$ cat src/rtl/ddr3_ctrl.sv
`default_nettype none
// ============================================================================
// Module      : ddr3_ctrl
// Description : DDR3 SDRAM power-up initialization and periodic auto-refresh
//               sequencer. Walks RESET#, CKE, MR2, MR3, MR1, MR0 and ZQCL,
//               then issues REF every tREFI and reports init_done / ref_busy.
//               Define DDR3_SIM_FAST_EN to shorten the RESET# and CKE waits
//               for simulation.
// Revision    : 1.0 - initial release
// ============================================================================
module ddr3_ctrl #(
    parameter int CLK_PERIOD = 10
) (
    input  logic        clk,
    input  logic        reset,
    input  logic        ddr_clk,
    output logic        ddr_ck,
    output logic        ddr_ck_n,
    output logic        ddr_reset_n,
    output logic        ddr_cke,
    output logic        ddr_cs_n,
    output logic        ddr_ras_n,
    output logic        ddr_cas_n,
    output logic        ddr_we_n,
    output logic [2:0]  ddr_ba,
    output logic [13:0] ddr_addr,
    output logic        init_done,
    output logic        ref_busy
);

    // Convert a delay in ns to a whole number of clk cycles, rounding up.
    function automatic int ns2cyc(input int ns);
        return (ns + CLK_PERIOD - 1) / CLK_PERIOD;
    endfunction

    function automatic int max_i(input int a, input int b);
        return (a > b) ? a : b;
    endfunction

`ifdef DDR3_SIM_FAST_EN
    localparam int c_t_rst_ns = 2000;
    localparam int c_t_cke_ns = 5000;
`else
    localparam int c_t_rst_ns = 200000;
    localparam int c_t_cke_ns = 500000;
`endif

    localparam int c_t_rst  = ns2cyc(c_t_rst_ns);
    localparam int c_t_cke  = ns2cyc(c_t_cke_ns);
    localparam int c_t_xpr  = max_i(ns2cyc(170), 5);
    localparam int c_t_mrd  = 4;
    localparam int c_t_mod  = 12;
    localparam int c_t_zq   = 512;
    localparam int c_t_refi = ns2cyc(7800);
    localparam int c_t_rfc  = ns2cyc(160);

    // One counter times every wait; never narrower than 17 bits.
    localparam int c_t_max   = max_i(max_i(c_t_rst, c_t_cke), max_i(c_t_zq, c_t_refi));
    localparam int c_cnt_raw = $clog2(c_t_max + 1);
    localparam int c_cnt_w   = (c_cnt_raw < 17) ? 17 : c_cnt_raw;

    localparam logic [c_cnt_w-1:0] c_ld_rst  = c_cnt_w'(c_t_rst - 1);
    localparam logic [c_cnt_w-1:0] c_ld_cke  = c_cnt_w'(c_t_cke - 1);
    localparam logic [c_cnt_w-1:0] c_ld_xpr  = c_cnt_w'(c_t_xpr - 1);
    localparam logic [c_cnt_w-1:0] c_ld_mrd  = c_cnt_w'(c_t_mrd - 1);
    localparam logic [c_cnt_w-1:0] c_ld_mod  = c_cnt_w'(c_t_mod - 1);
    localparam logic [c_cnt_w-1:0] c_ld_zq   = c_cnt_w'(c_t_zq - 1);
    localparam logic [c_cnt_w-1:0] c_ld_refi = c_cnt_w'(c_t_refi - 1);
    // After REF the interval is measured from the REF command, so the IDLE
    // stretch excludes the tRFC already spent in REF.
    localparam logic [c_cnt_w-1:0] c_ld_gap  = c_cnt_w'(c_t_refi - c_t_rfc - 1);
    localparam logic [c_cnt_w-1:0] c_ld_rfc  = c_cnt_w'(c_t_rfc - 1);
    localparam logic [c_cnt_w-1:0] c_cnt_one = c_cnt_w'(1);

    // {cs_n, ras_n, cas_n, we_n}
    localparam logic [3:0] c_cmd_nop  = 4'b0111;
    localparam logic [3:0] c_cmd_mrs  = 4'b0000;
    localparam logic [3:0] c_cmd_ref  = 4'b0001;
    localparam logic [3:0] c_cmd_zqcl = 4'b0110;

    typedef enum logic [3:0] {
        ST_RST_WAIT = 4'd0,
        ST_CKE_WAIT = 4'd1,
        ST_XPR      = 4'd2,
        ST_MR2      = 4'd3,
        ST_MR3      = 4'd4,
        ST_MR1      = 4'd5,
        ST_MR0      = 4'd6,
        ST_ZQCL     = 4'd7,
        ST_IDLE     = 4'd8,
        ST_REF      = 4'd9
    } state_t;

    state_t               r_state;
    state_t               w_state_nxt;
    logic [c_cnt_w-1:0]   r_cnt;
    logic [c_cnt_w-1:0]   w_cnt_nxt;
    logic                 r_first;
    logic                 w_expire;
    logic [3:0]           w_cmd;
    logic [2:0]           w_ba;
    logic [13:0]          w_addr;

    logic                 r_reset_n;
    logic                 r_cke;
    logic [3:0]           r_cmd;
    logic [2:0]           r_ba;
    logic [13:0]          r_addr;
    logic                 r_init_done;
    logic                 r_ref_busy;

    assign w_expire = (r_cnt == '0);

    // Next state, counter reload and the command for the first cycle of a state.
    always_comb begin
        w_state_nxt = r_state;
        w_cnt_nxt   = r_cnt - c_cnt_one;
        w_cmd       = c_cmd_nop;
        w_ba        = 3'd0;
        w_addr      = 14'd0;
        case (r_state)
            ST_RST_WAIT: if (w_expire) begin w_state_nxt = ST_CKE_WAIT; w_cnt_nxt = c_ld_cke; end
            ST_CKE_WAIT: if (w_expire) begin w_state_nxt = ST_XPR;      w_cnt_nxt = c_ld_xpr; end
            ST_XPR:      if (w_expire) begin w_state_nxt = ST_MR2;      w_cnt_nxt = c_ld_mrd; end
            ST_MR2: begin
                if (r_first) begin w_cmd = c_cmd_mrs; w_ba = 3'd2; w_addr = 14'h0000; end
                if (w_expire) begin w_state_nxt = ST_MR3; w_cnt_nxt = c_ld_mrd; end
            end
            ST_MR3: begin
                if (r_first) begin w_cmd = c_cmd_mrs; w_ba = 3'd3; w_addr = 14'h0000; end
                if (w_expire) begin w_state_nxt = ST_MR1; w_cnt_nxt = c_ld_mrd; end
            end
            ST_MR1: begin
                if (r_first) begin w_cmd = c_cmd_mrs; w_ba = 3'd1; w_addr = 14'h0004; end
                if (w_expire) begin w_state_nxt = ST_MR0; w_cnt_nxt = c_ld_mod; end
            end
            ST_MR0: begin
                if (r_first) begin w_cmd = c_cmd_mrs; w_ba = 3'd0; w_addr = 14'h0520; end
                if (w_expire) begin w_state_nxt = ST_ZQCL; w_cnt_nxt = c_ld_zq; end
            end
            ST_ZQCL: begin
                if (r_first) begin w_cmd = c_cmd_zqcl; w_addr = 14'h0400; end
                if (w_expire) begin w_state_nxt = ST_IDLE; w_cnt_nxt = c_ld_refi; end
            end
            ST_IDLE:     if (w_expire) begin w_state_nxt = ST_REF;      w_cnt_nxt = c_ld_rfc; end
            ST_REF: begin
                if (r_first) w_cmd = c_cmd_ref;
                if (w_expire) begin w_state_nxt = ST_IDLE; w_cnt_nxt = c_ld_gap; end
            end
            default: begin w_state_nxt = ST_RST_WAIT; w_cnt_nxt = c_ld_rst; end
        endcase
    end

    // State, wait counter and registered pin drivers; pins lag the state by one cycle.
    always_ff @(posedge clk) begin
        if (reset) begin
            r_state     <= ST_RST_WAIT;
            r_cnt       <= c_ld_rst;
            r_first     <= 1'b1;
            r_reset_n   <= 1'b0;
            r_cke       <= 1'b0;
            r_cmd       <= c_cmd_nop | 4'b1000;
            r_ba        <= 3'd0;
            r_addr      <= 14'd0;
            r_init_done <= 1'b0;
            r_ref_busy  <= 1'b0;
        end else begin
            r_state     <= w_state_nxt;
            r_cnt       <= w_cnt_nxt;
            r_first     <= (w_state_nxt != r_state);
            r_reset_n   <= (r_state != ST_RST_WAIT);
            r_cke       <= (r_state != ST_RST_WAIT) && (r_state != ST_CKE_WAIT);
            r_cmd       <= w_cmd;
            r_ba        <= w_ba;
            r_addr      <= w_addr;
            r_init_done <= (r_state == ST_IDLE) || (r_state == ST_REF);
            r_ref_busy  <= (r_state == ST_REF);
        end
    end

    assign ddr_ck      = ddr_clk;
    assign ddr_ck_n    = ~ddr_clk;
    assign ddr_reset_n = r_reset_n;
    assign ddr_cke     = r_cke;
    assign ddr_cs_n    = r_cmd[3];
    assign ddr_ras_n   = r_cmd[2];
    assign ddr_cas_n   = r_cmd[1];
    assign ddr_we_n    = r_cmd[0];
    assign ddr_ba      = r_ba;
    assign ddr_addr    = r_addr;
    assign init_done   = r_init_done;
    assign ref_busy    = r_ref_busy;

endmodule
`default_nettype wire

$ cat config.mk
export PLATFORM = sky130hd
export DESIGN_NAME = ddr3_ctrl
export DESIGN_NICKNAME = d
export VERILOG_FILES = /design/src/rtl/ddr3_ctrl.sv
export SDC_FILE = /design/constraint.sdc
export NUM_CORES = 1
export LEC_CHECK = 0
export ABC_AREA = 1
export CAP_MARGIN = 5
export CORE_MARGIN = 3
export CORE_UTILIZATION = 45
export CTS_CLUSTER_DIAMETER = 100
export DETAILED_ROUTE_END_ITERATION = 6
export GPL_ROUTABILITY_DRIVEN = 1
export PLACE_DENSITY = 0.72
export SYNTH_ARGS = -nofsm -noshare
export SYNTH_HDL_FRONTEND = slang
export SYNTH_SLANG_ARGS = --single-unit
$ cat constraint.sdc
create_clock -name clk -period 1.46 [get_ports clk]
set_input_delay 0.438 -clock clk [delete_from_list [all_inputs] [get_ports clk]]
set_output_delay 0.438 -clock clk [all_outputs]
set_load 0.05 [all_outputs]
## After elaboration in Yosys (flattened, before gate mapping)

Index checks and enable logic that the tools add are counted.

- Add/subtract/negate cells: 1
- Multipliers: 0
- Div/mod/pow operators: 0
- Order comparisons: 0
- Equal/unequal tests: 11
- Shift operators: 0
- Muxes and demuxes: 31
- Bitwise gates (word level): 1
- Reduce and logical (&&, ||, !) cells: 8

Operators with widths:

| kind | count |
|---|---|
| 17-bit two-way mux | 8 |
| 17-bit one-hot mux with 8 select lines | 1 |
| 4-bit two-way mux | 9 |
| 4-bit one-hot mux with 9 select lines | 1 |
| 11-bit one-hot mux with 3 select lines | 1 |
| 11-bit two-way mux | 2 |
| 17-bit zero test | 1 |
| 17-bit by 1-bit subtractor with 17-bit output (second input constant) | 1 |
| 4-bit by 3-bit == test with 1-bit output (second input constant) | 4 |
| 3-bit two-way mux | 3 |
| 3-bit one-hot mux with 3 select lines | 1 |
| 4-bit by 2-bit == test with 1-bit output (second input constant) | 2 |
| 4-bit == test (second input constant) | 2 |
| 2-bit one-hot mux with 3 select lines | 1 |
| 4-bit by 1-bit == test with 1-bit output (second input constant) | 1 |
| 4-bit zero test | 1 |
| 2-bit two-way mux | 2 |
| 4-bit by 1-bit != test with 1-bit output (second input constant) | 1 |
| 4-bit != test | 1 |
| 4-bit nonzero test | 1 |
| 4-bit OR reduction | 1 |
| 3-bit OR reduction | 1 |
| 1-bit two-way mux | 2 |
| 2-bit OR reduction | 1 |
| other kinds (3) | 3 |

- Register bits: 47
- Latch bits: 0
- RAM bits: 0
- Memory bits (read-only): 0
- Input port bits: 3
- Word-level logic and storage cells: 62
- Memories kept: 0

## Depth between registers and ports, before layout

- Depth after elaboration: 4
- Depth in mapped cells: 11
- Depth with buffers taken out: 10

## Worst setup path after synthesis

No wires, ideal clock.

- Path kind: reg2reg
- From: register r_cnt[0]
- To: register r_cnt[7]
- Library setup time: 0.113 ns
- Arrival time: 1.371 ns
- Slack: -0.024 ns
- Stages on the path, launching flop included: 11
- Clock period less this slack: 1.484 ns
- Path through: dfxtp_1 inv_1 ha_1 nand2_2 nor2_4 nand3_4 buf_6 a21oi_1 nand2_1 nand2_1 nor2_1

- Longest elaborated chain between the ends: 3

Ends and longest elaborated chain:

| item | line | RTL |
|---|---|---|
| start: declaration | 96 | `logic [c_cnt_w-1:0] r_cnt;` |
| start signal: assignment | 158 | `r_cnt <= c_ld_rst;` |
| start signal: assignment | 169 | `r_cnt <= w_cnt_nxt;` |
| 17-bit by 1-bit subtractor with 17-bit output or 17-bit zero test (tied branches) | 117, 112 |  |
| 17-bit two-way mux (tied with other cells) | 148 | `if (w_expire) begin w_state_nxt = ST_IDLE; w_cnt_nxt = c_ld_gap; end` |
| 17-bit one-hot mux with 8 select lines (*) | 121 | `case (r_state)` |

Mark *: on every way between the ends. The rest lies on a longest branch, timed or not.
A chain may end at the register's enable or synchronous reset.

## Worst setup path after layout

- From: register r_cnt[8]
- To: register r_cnt[3]

- Longest elaborated chain between the ends: 3

Ends and longest elaborated chain:

| item | line | RTL |
|---|---|---|
| 17-bit zero test (*) | 112 | `assign w_expire = (r_cnt == '0);` |
| 17-bit two-way mux (tied with other cells) | 148 |  |
| 17-bit one-hot mux with 8 select lines (*) | 121 |  |

Marked as above.

==> results.yml <==
power_and_ir_drop:
  finalPower_mw: 1.793
  powerDensity_nw_per_um2: 612.1
  p_leak_nw: 1.449
  ir_drop_mv: 0.3927
timing:
  setup_viol: 7
  hold_viol: 0
  rsz0062_at_grt: "true"
  skew_ns: 0.002590
  fin_crit_ns: 1.504
  fmax_mhz: 664.8
  drv_slew: 0
  fin_ws_ns: -0.04412
  period_share_pct: 103.0
placement:
  dp_slack_ns: -0.2109
  place_congestion: 0.9000
  port_buffers: 18
  dp.cells: 388
  detailed_place_hpwl_um: 3814
  placed_cell_area_um2: 2594
global_routing:
  grt_max_degree: 11
  grt_pass1_wl_um: 8328
  grt_pass1_vias: 1900
  globalRouteTotalUtil_pct: 20.94
  overflow: 0
  antenna_found_initial: 0
drt:
  routed_wl_um: 5660
  wl_per_cell_um: 14.04
  drc: 0
  drt_iter0_drc: 157
  vias_per_cell: 5.072
  dr.pass1.iters: 5
  ant_nets: 0
  via_count: 2044
run_status:
  violations: "setup timing"
  outcome: "complete, but fails checks"
finish:
  n_fill_cell: 264
  final_nets: 359
  antenna_cells: 0
  post-route-util_pct: 76.01
  drive_above_1_share_pct: 43.66
  stdcell_area_um2: 2929
  final_cells: 403
  area_delta_synth_final_pct: 55.65
critical_path:
  crit_slowest_cell: "dfxtp_1"
  cp-start-kind: "flip-flop"
  reg2regPathDepth: 9
  cp_cell_sequence: "nor2_2 -> nand2_2 -> nor2_4 -> nand3_4 -> buf_6 -> buf_6 -> nand2_4 -> nor2_2 -> a31oi_1"
  slowest_delay_ns: 0.33
  startpoint: "r_cnt[8]"
  arrival_ns: 1.71
  cp.required_ns: 1.66
  rrSetupSlack_ns: -0.04
  crit_path_end: "r_cnt[3]"
  rr_startpoint: "r_cnt[8]"
  critPathCaptureType: "flip-flop"
  r2r-end: "r_cnt[3]"
  criticalPathCategory: "flip-flop to flip-flop"
  cp_max_fo: 7
clock_network:
  h-tree-depth: 2
  root_buffer: "clkbuf_8"
  clk_pin_slew_worst_paths_ns: 0.07
  clockBufferDepth: 2
  cts_tree: "built"
  clk-insertion-delay-late_ns: 0.28
  clock_sinks: 34
  cts_hold_buf: 0
  cts_made_buffers: 5
die:
  fp.dieW_um: 70.67
  core_um2: 3854
  io_pins: 30
  start_util_pct: 48.83
  die_y_um: 70.67
  rows: 22
  fp.dieArea_um2: 4994
logic_synthesis:
  syn_area_um2: 1882
  synth_top_area_cell: "dfxtp_1"
  synthCells: 276
  synth_seq_cells: 34
  yosysWarnings: 0
  yosys.cell_types.count: 32
  synth.top_cell.area_share_pct: 36.17
  synthTopCellsByArea: "dfxtp_1 (36%), nand2_1 (14%), nor2_1 (9.6%)"
  yosysSeqAreaShare_pct: 36.17
  postSynthAreaPerCell_um2: 6.818
hold_path:
  hold_path_class: "flip-flop to flip-flop"
flow_run:
  maxCapViolCount: 0
[flip-flops by register name, indices dropped and copies added (netlist names)]
signal and flops:
r_state 4, init_done 1, ddr_addr 3, r_cnt 17, ddr_cke 1, ref_busy 1, r_cmd 3, ddr_reset_n 1
ddr_ba 2, r_first 1
[worst max-delay path: cells and delay by family, from the launching register on]
kind / cells / cell delay [ns]
AO/OA/AOI/OAI: 1 / 0.16
buffers and inverters: 2 / 0.29
flip-flops: 1 / 0.33
AND/OR/NAND/NOR: 6 / 0.64
[report_power, final]
group          internal (mW)  leakage, nW  switching, mW
clock network          0.320       0.0438          0.336
logic                 0.0606         1.13          0.135
registers              0.933        0.278        0.00846
total                   1.31         1.45          0.479
[per-stage QoR]
step | TNS (ns) | hold WS [ns]
2_1_floorplan | 0 | 0.4536
3_3_place_gp | -2.687 | 0.5057
3_5_place_dp | -3.052 | 0.5203
4_1_cts | 0 | 0.5361
5_1_grt | -0.8882 | 0.5674
6_report | -0.1681 | 0.5386
[layout by cell type (no fill, tap or decap), drive strengths merged, types with 3 or more instances in the layout]
cell / instances
a21oi: 11
buf: 80
clkbuf: 5
clkinv: 3
conb: 11
dfxtp: 34
inv: 27
nand2: 73
nand3: 19
nor2: 56
nor3: 4
o21ai: 9
xnor2: 5
xor2: 7
[area by class of cell]
type                    instances  area (um2)  share of cell area [%]
clock inverters                 2       10.01                  0.3417
multi-input cells             204        1146                   39.13
repair buffers                 82       834.6                   28.49
clock buffers                   5       68.82                   2.349
flip-flops and latches         34       699.4                   23.88
inverters                      28       110.1                   3.759
well taps                      48       60.06                   2.050
[routing by layer]
metal / global-route usage (%) / wire length, um / share of wire (%)
met1: 24.93 / 2259 / 40
met2: 36.07 / 2834 / 50
met3: 3.977 / 393 / 6.9
met4: 10.23 / 172 / 3.0
met5: 0 / 0 / 0
[logic make-up (layout without fill, tap and decap cells)]
group | Yosys count | count (layout) | synth area share, %
compound gates | 24 | 24 | 7.047
xor+xnor | 12 | 12 | 5.585
fa+ha+maj | 1 | 1 | 0.6648
buf+inv | 48 | 117 | 13.50
flops | 34 | 34 | 36.17
other cells | 1 | 11 | 0.1993
simple gates | 156 | 156 | 36.84
[worst min-delay path by stage]
stage	start	end	slack, ns	cells after the start
final	r_cnt[16]	r_cnt[16]	0.54	2
after global routing	r_cnt[16]	r_cnt[16]	0.57	2
after CTS	r_cnt[16]	r_cnt[16]	0.54	2
after detailed placement	r_first	r_cmd[0]	0.52	3
after global placement	r_cnt[16]	r_cnt[16]	0.51	2
after floorplan	r_first	r_cmd[0]	0.45	3
[synth_stat cells, drive strengths merged]
cell type / count
nand4: 1
or2: 1
a21oi: 11
clkinv: 1
o21ai: 9
clkbuf: 1
nand2: 73
nand3b: 1
a31oi: 1
inv: 27
conb: 1
ha: 1
o31ai: 1
buf: 19
dfxtp: 34
xor2: 7
nand3: 19
nor4: 1
nor2: 56
a211oi: 2
nor3: 4
xnor2: 5
[what timing repair did]
item | 4_1_cts | 5_1_grt
cloned | 0 | 0
pin swaps | 8 | 17
setup endpoints to repair | 12 | 21
resized for setup | 15 | 54
setup buffers | 5 | 3
(Power assumes the default switching activity.)
